**src/rtl/uc_periph_pkg.sv**
```systemverilog
// Shared definitions for the 68HC05 peripheral slice: register map, register
// layouts, SPI sequencer states and the SPR-to-SCK-rate helper.
package uc_periph_pkg;

  localparam logic [1:0] ADDR_SPCR = 2'd0;
  localparam logic [1:0] ADDR_SPSR = 2'd1;
  localparam logic [1:0] ADDR_SPDR = 2'd2;

  // Wide enough for E_DIV up to 2047 at the slowest SPR setting.
  localparam int HALF_W = 16;

  typedef struct packed {
    logic       spie;
    logic       spe;
    logic       rsvd;
    logic       mstr;
    logic       cpol;
    logic       cpha;
    logic [1:0] spr;
  } spcr_t;

  typedef struct packed {
    logic       spif;
    logic       wcol;
    logic       rsvd5;
    logic       modf;
    logic [3:0] rsvd;
  } spsr_t;

  typedef enum logic [1:0] {
    ST_IDLE  = 2'd0,
    ST_SHIFT = 2'd1,
    ST_DONE  = 2'd2
  } spi_state_e;

  function automatic int unsigned spr_ratio(input logic [1:0] spr);
    case (spr)
      2'b00:   return 2;
      2'b01:   return 4;
      2'b10:   return 16;
      default: return 32;
    endcase
  endfunction

  // SCK half-period in clk cycles, never below one.
  function automatic logic [HALF_W-1:0] half_period(input int unsigned e_div,
                                                    input logic [1:0]  spr);
    int unsigned h;
    h = (e_div * spr_ratio(spr)) / 2;
    if (h == 0) h = 1;
    return HALF_W'(h);
  endfunction

endpackage

```
**src/rtl/uc_clk_div.sv**
```systemverilog
// Loadable half-period counter: tick pulses on the last clk cycle of every
// 'half' cycles while enabled; clr restarts the period from zero.
module uc_clk_div #(
  parameter int W = 16
) (
  input  logic         clk,
  input  logic         rst,
  input  logic         clr,
  input  logic         en,
  input  logic [W-1:0] half,
  output logic         tick
);

  logic [W-1:0] cnt_q;

  assign tick = en && (cnt_q == (half - W'(1)));

  // NOTE: sequential state uses non-blocking assignments so every register
  // samples pre-edge values and simulation matches the synthesized flops.
  always_ff @(posedge clk or negedge rst) begin
    if (!rst) begin
      cnt_q <= '0;
    end else if (clr) begin
      cnt_q <= '0;
    end else if (en) begin
      cnt_q <= tick ? '0 : cnt_q + W'(1);
    end
  end

endmodule

```
**src/rtl/uc_spi_master.sv**
```systemverilog
// 68HC05-style SPI master: SPCR/SPSR/SPDR register file, CPOL/CPHA edge
// sequencing of an 8-bit shifter, SPIF/WCOL/MODF handshakes and interrupt.
module uc_spi_master #(
  parameter int E_DIV = 2
) (
  input  logic       clk,
  input  logic       rst,
  input  logic       bus_sel,
  input  logic       bus_we,
  input  logic [1:0] bus_addr,
  input  logic [7:0] bus_wdata,
  output logic [7:0] bus_rdata,
  output logic       irq,
  output logic       sck,
  output logic       mosi,
  input  logic       miso,
  input  logic       ss_n,
  output logic       spi_oe
);

  import uc_periph_pkg::*;

  spi_state_e        state_q, state_d;
  spcr_t             spcr_q;
  spsr_t             spsr_rd;
  logic              spif_q, wcol_q, modf_q;
  logic              arm_spif_q, arm_wcol_q, arm_modf_q;
  logic              ss_low_q;
  logic [7:0]        sh_q, rx_buf_q;
  logic              smp_q, mosi_q, sck_q;
  logic              cpol_q, cpha_q;
  logic [HALF_W-1:0] half_q;
  logic [3:0]        edge_q;

  logic wr_spcr, rd_spsr, acc_spdr, wr_spdr;
  logic modf_det, stop, tick, last_edge;
  logic start, div_en, sck_tick, complete, busy;

  assign wr_spcr  = bus_sel && bus_we && (bus_addr == ADDR_SPCR);
  assign rd_spsr  = bus_sel && !bus_we && (bus_addr == ADDR_SPSR);
  assign acc_spdr = bus_sel && (bus_addr == ADDR_SPDR);
  assign wr_spdr  = acc_spdr && bus_we;

  // ss_n must be low on two consecutive samples before it counts as a fault.
  assign modf_det  = spcr_q.mstr && !ss_n && ss_low_q;
  assign stop      = modf_det || (wr_spcr && !(bus_wdata[6] && bus_wdata[4]));
  assign last_edge = (edge_q == 4'd15);

  uc_clk_div #(.W(HALF_W)) u_clk_div (
    .clk  (clk),
    .rst  (rst),
    .clr  (start),
    .en   (div_en),
    .half (half_q),
    .tick (tick)
  );

  always_ff @(posedge clk or negedge rst) begin
    if (!rst) state_q <= ST_IDLE;
    else      state_q <= state_d;
  end

  // NOTE: every output of a combinational block gets a default first, so no
  // path leaves it unassigned and no latch is inferred.
  always_comb begin
    state_d = state_q;
    case (state_q)
      ST_IDLE: begin
        if (wr_spdr && spcr_q.spe && spcr_q.mstr && !modf_q && !modf_det)
          state_d = ST_SHIFT;
      end
      ST_SHIFT: begin
        if (stop)                   state_d = ST_IDLE;
        else if (tick && last_edge) state_d = ST_DONE;
      end
      ST_DONE:  state_d = ST_IDLE;
      default:  state_d = ST_IDLE;
    endcase
  end

  always_comb begin
    start    = 1'b0;
    div_en   = 1'b0;
    sck_tick = 1'b0;
    complete = 1'b0;
    busy     = 1'b1;
    case (state_q)
      ST_IDLE: begin
        busy  = 1'b0;
        start = (state_d == ST_SHIFT);
      end
      ST_SHIFT: begin
        div_en   = 1'b1;
        sck_tick = tick && !stop;
      end
      ST_DONE:  complete = !stop;
      default:  busy = 1'b0;
    endcase
  end

  // Shift datapath. Timing mode and rate are frozen at start so SPCR writes
  // mid-transfer only affect the next byte.
  always_ff @(posedge clk or negedge rst) begin
    if (!rst) begin
      sh_q     <= '0;
      rx_buf_q <= '0;
      smp_q    <= 1'b0;
      mosi_q   <= 1'b0;
      sck_q    <= 1'b0;
      cpol_q   <= 1'b0;
      cpha_q   <= 1'b0;
      half_q   <= HALF_W'(1);
      edge_q   <= '0;
    end else begin
      if (start) begin
        sh_q   <= bus_wdata;
        half_q <= half_period(E_DIV, spcr_q.spr);
        cpol_q <= spcr_q.cpol;
        cpha_q <= spcr_q.cpha;
        sck_q  <= spcr_q.cpol;
        edge_q <= '0;
        if (!spcr_q.cpha) mosi_q <= bus_wdata[7];
      end else if (wr_spdr && !busy) begin
        sh_q <= bus_wdata;
      end else if (sck_tick) begin
        sck_q  <= ~sck_q;
        edge_q <= edge_q + 4'd1;
        if (!edge_q[0]) begin
          // Odd (1st, 3rd, ...) SCK edge.
          if (cpha_q) mosi_q <= sh_q[7];
          else        smp_q  <= miso;
        end else if (cpha_q) begin
          sh_q <= {sh_q[6:0], miso};
        end else begin
          sh_q   <= {sh_q[6:0], smp_q};
          mosi_q <= sh_q[6];
        end
      end
      if (complete) rx_buf_q <= sh_q;
    end
  end

  // Control/status registers. Flag sets are ordered after clears so a
  // same-cycle set wins; MODF's forced SPE/MSTR drop overrides an SPCR write.
  always_ff @(posedge clk or negedge rst) begin
    if (!rst) begin
      spcr_q     <= '0;
      spif_q     <= 1'b0;
      wcol_q     <= 1'b0;
      modf_q     <= 1'b0;
      arm_spif_q <= 1'b0;
      arm_wcol_q <= 1'b0;
      arm_modf_q <= 1'b0;
      ss_low_q   <= 1'b0;
    end else begin
      ss_low_q <= !ss_n;

      if (wr_spcr) begin
        spcr_q      <= spcr_t'(bus_wdata);
        spcr_q.rsvd <= 1'b0;
      end
      if (modf_det) begin
        spcr_q.spe  <= 1'b0;
        spcr_q.mstr <= 1'b0;
      end

      if (acc_spdr && arm_spif_q) spif_q <= 1'b0;
      if (complete)               spif_q <= 1'b1;

      if (acc_spdr && arm_wcol_q) wcol_q <= 1'b0;
      if (wr_spdr && busy)        wcol_q <= 1'b1;

      if (wr_spcr && arm_modf_q)  modf_q <= 1'b0;
      if (modf_det)               modf_q <= 1'b1;

      // Only an SPSR read arms a clear; any other access drops the arm.
      if (bus_sel) begin
        arm_spif_q <= rd_spsr && spif_q;
        arm_wcol_q <= rd_spsr && wcol_q;
        arm_modf_q <= rd_spsr && modf_q;
      end
    end
  end

  always_comb begin
    spsr_rd      = '0;
    spsr_rd.spif = spif_q;
    spsr_rd.wcol = wcol_q;
    spsr_rd.modf = modf_q;
  end

  always_ff @(posedge clk or negedge rst) begin
    if (!rst) begin
      bus_rdata <= '0;
    end else if (bus_sel && !bus_we) begin
      case (bus_addr)
        ADDR_SPCR: bus_rdata <= spcr_q;
        ADDR_SPSR: bus_rdata <= spsr_rd;
        ADDR_SPDR: bus_rdata <= rx_buf_q;
        default:   bus_rdata <= '0;
      endcase
    end
  end

  // Outside a transfer SCK follows CPOL directly, so an abort parks it at once.
  assign sck    = (state_q == ST_SHIFT) ? sck_q : spcr_q.cpol;
  assign mosi   = mosi_q;
  assign irq    = spcr_q.spie && (spif_q || modf_q);
  assign spi_oe = spcr_q.spe && spcr_q.mstr;

endmodule
```
**config.mk**
```make
export PLATFORM = sky130hd
export DESIGN_NAME = uc_spi_master
export DESIGN_NICKNAME = d
export VERILOG_FILES = /design/src/rtl/uc_periph_pkg.sv /design/src/rtl/uc_clk_div.sv /design/src/rtl/uc_spi_master.sv
export SDC_FILE = /design/constraint.sdc
export NUM_CORES = 1
export LEC_CHECK = 0
export CAP_MARGIN = 10
export CORE_ASPECT_RATIO = 0.9
export CORE_MARGIN = 2
export CORE_UTILIZATION = 55
export DETAILED_ROUTE_END_ITERATION = 8
export PLACE_DENSITY = 0.75
export REMOVE_ABC_BUFFERS = 1
export SYNTH_ARGS = -nofsm -noshare
export SYNTH_HDL_FRONTEND = slang
export SYNTH_SLANG_ARGS = --single-unit
```
**constraint.sdc**
```tcl
create_clock -name clk -period 4.5 [get_ports clk]
set_input_delay 1.35 -clock clk [delete_from_list [all_inputs] [get_ports clk]]
set_output_delay 1.35 -clock clk [all_outputs]
set_load 0.005 [all_outputs]
```
==> run summary <==
Setup Crit Path Kind -> in -> reg
Total design power -> 2.33 mW
CTS H-tree depth -> 3
Grt total ovfl -> 0
Number of global-route vias before repair -> 2,965
Multiplexer area fraction after synthesis -> 11.9%
Worst r2r src -> half_q[0]
XOR/XNOR share of the synthesized area -> 2.27%
Final setup fails -> 0
RSZ-0062 raised after global routing -> no
Worst Max-Slew Pin Slew -> 1.04 ns
Post-Place Cell Area -> 4230 sq um
Largest net degree at the start of global routing -> 70
CTS tree -> done
RePlAce Congestion -> 0.858
Synth Area in Simple Gates -> 22.4%
Critical Path End Type -> register
Fin crit share -> 84.7%
Synth warn -> 0
Yosys cell types -> 50
Synth top area cells -> dfrtp_1 44%, mux2_2 9.1%, nand2_1 5.8%
Critical Path Source Type -> input pin
Post-CTS Setup Bufs -> 0
Pwr dens -> 521 nW/um^2
Yosys reg bits -> 69
Crit path from -> bus_addr[1]
Worst-path fanout max -> 13
EDFF count, synth -> 0
Nets -> 449
Setup TNS -> 0 ns
Max_slew headroom -> 30.2%
Fmax -> 262 MHz
Area Growth Syn to Fin -> 16.0%
Die H -> 83.4 um
Worst endpoint data arrival time -> 4.08 ns
Leakage power -> 1.98 nW
Iteration count of the initial detailed-routing pass -> 5
Outcome -> complete, no violations
Antenna violations before repair -> 0
Syn Inst Count -> 392
IO buf count -> 27
Async SR Flop Fraction -> 100%
Max Slew Vio Count -> 0
Layout cell share with drive strength beyond 1 -> 16.5%
Hold Startpoint -> bus_rdata[6]
Top-Level Pins -> 28
Std-Cell Rows -> 28
Final hold vios -> 0
Hold Buf Count CTS -> 0
DP HPWL -> 6430 um
Maximum vdd drop -> 244 uV
Starting Density -> 57.5%
Layout fillers -> 536
Clk_lat worst skew -> 0.35 ns
Initial DRC count -> 364
Post-route cell area -> 4470 sq um
Core area -> 6690 sq um
Wirelength per Cell -> 17.4 um
Global Route Usage Sum -> 24.9%
Data required, critical path -> 4.77 ns
Final Critical Period -> 3.81 ns
N_diodes -> 0
Die footprint -> 7690 sq um
# DRC -> 0
Share of the synthesized area in the top cell type -> 44.2%
Post-cts resize count -> 0
Routed Antenna Nets -> 0
TritonCTS Sinks -> 69
Hold crit path type -> reg -> reg
Post-synthesis sequential area ratio -> 44.9%
CTS Buffer Depth -> 2
Via count -> 3,063
Die width -> 92.2 um
Fraction of the mapped netlist area in adder cells -> 2.60%
Largest family of logic cells by synthesized area -> simple AND/OR/NAND/NOR gates
Vias per cell -> 5.89
Synth Cell Area -> 3850 sq um
# Max-Cap Violations -> 0
TritonCTS Buffers -> 9
Root Driver -> clkbuf_8
R2R Setup Slk -> 1.38 ns
First-pass GRT wire length -> 15,100 um
Clk_skew -> 0.00670 ns
Synth Flop Type -> dfrtp_1
Mapped Avg Cell Area -> 9.82 sq um
Clock transition at path regs -> 0.08 ns
Synth Area in Compound Gates -> 12.0%
Final WL -> 9030 um
Synth area leader -> dfrtp_1
## metrics by stage
stage	hold WS, ns	worst slack, ns	utilization, %	std cells
2_1_floorplan	0.463	0.932	-	376
3_3_place_gp	0.459	0.522	63.2	504
3_5_place_dp	0.469	0.383	63.2	504
4_1_cts	0.486	0.731	66.7	520
5_1_grt	0.519	0.458	66.7	520
6_report	0.480	0.690	66.7	520
## sequential cells by signal, summed over array words and instances (netlist names), 2 cells and up
signal	count
rx_buf_q	8
sh_q	8
state_q	2
edge_q	4
bus_rdata	8
u_clk_div.cnt_q	16
spcr_q	7
half_q	5
## kinds of logic (layout without fill, tap and decap cells)
family / Yosys count / after routing
adder cells (fa/ha/maj): 8 / 8
multiplexers: 42 / 42
AO/OA/AOI/OAI: 74 / 74
XOR/XNOR: 10 / 10
buffers and inverters: 32 / 70
AND/OR/NAND/NOR: 157 / 157
flip-flops: 69 / 69
## final cells by class
| class | count | area (sq um) | share of cell area (%) |
|---|---|---|---|
| Clock buffer | 10 | 128 | 2.86 |
| Clock inverter | 6 | 111 | 2.49 |
| Inverter | 16 | 60.1 | 1.34 |
| Multi-Input combinational cell | 291 | 1980 | 44.3 |
| Sequential cell | 69 | 1730 | 38.7 |
| Tap cell | 90 | 113 | 2.52 |
| Timing Repair Buffer | 38 | 348 | 7.79 |
## worst paths after layout
path                                 endpoint  depth (start not counted)
max                                 half_q[5]                          8
min                              bus_rdata[6]                          2
max reg2reg                u_clk_div.cnt_q[4]                         11
min reg2reg                      bus_rdata[6]                          2
max in group asynchronous           half_q[1]                          2
min in group asynchronous        bus_rdata[4]                          2
## layer usage
metal  up-vias  global-route usage, %  wire length [um]  part of all wire [%]
met4         0                   5.70                91                   1.0
met1      1493                   38.5              4480                    50
met5         -                      0                 0                     0
met2        93                   35.8              4020                    45
li1       1465                      -                 -                     -
met3        12                   5.54               433                   4.8
## cell usage in the layout, fill, tap and decap left out, types with 14 or more instances in the layout
master           instances
clkdlybuf4s50_1         26
nand2_1                 60
a21oi_1                 20
a31oi_1                 14
inv_1                   16
nor2_1                  22
o21ai_0                 17
mux2_2                  31
nand3_1                 17
dfrtp_1                 68
## worst max-delay path: stages
cell and delay, ns:
clkdlybuf4s50_1 0.54, nand4bb_1 0.43, o211ai_1 0.41, nor2_1 0.15, nand4_4 0.18, and2_1 0.55, buf_4 0.27, mux2i_1 0.20
## report_power, final
part | total (mW) | switching, mW | internal (mW)
Combinational | 0.813 | 0.441 | 0.373
Clock | 0.611 | 0.243 | 0.368
Sequential | 0.900 | 0.154 | 0.746
Total | 2.33 | 0.838 | 1.49
## cell usage after synthesis (all sizes together) (6+ instances only)
cell type  instances
dfrtp             68
nand2             60
mux2              31
nor2              22
a21oi             21
o21ai             19
nand3             17
inv               16
a31oi             14
mux2i             11
nand3b            10
clkbuf             9
ha                 8
buf                7
xor2               7
nand4              6
nor2b              6
nor3               6
Power figures use the tool's default switching activity.
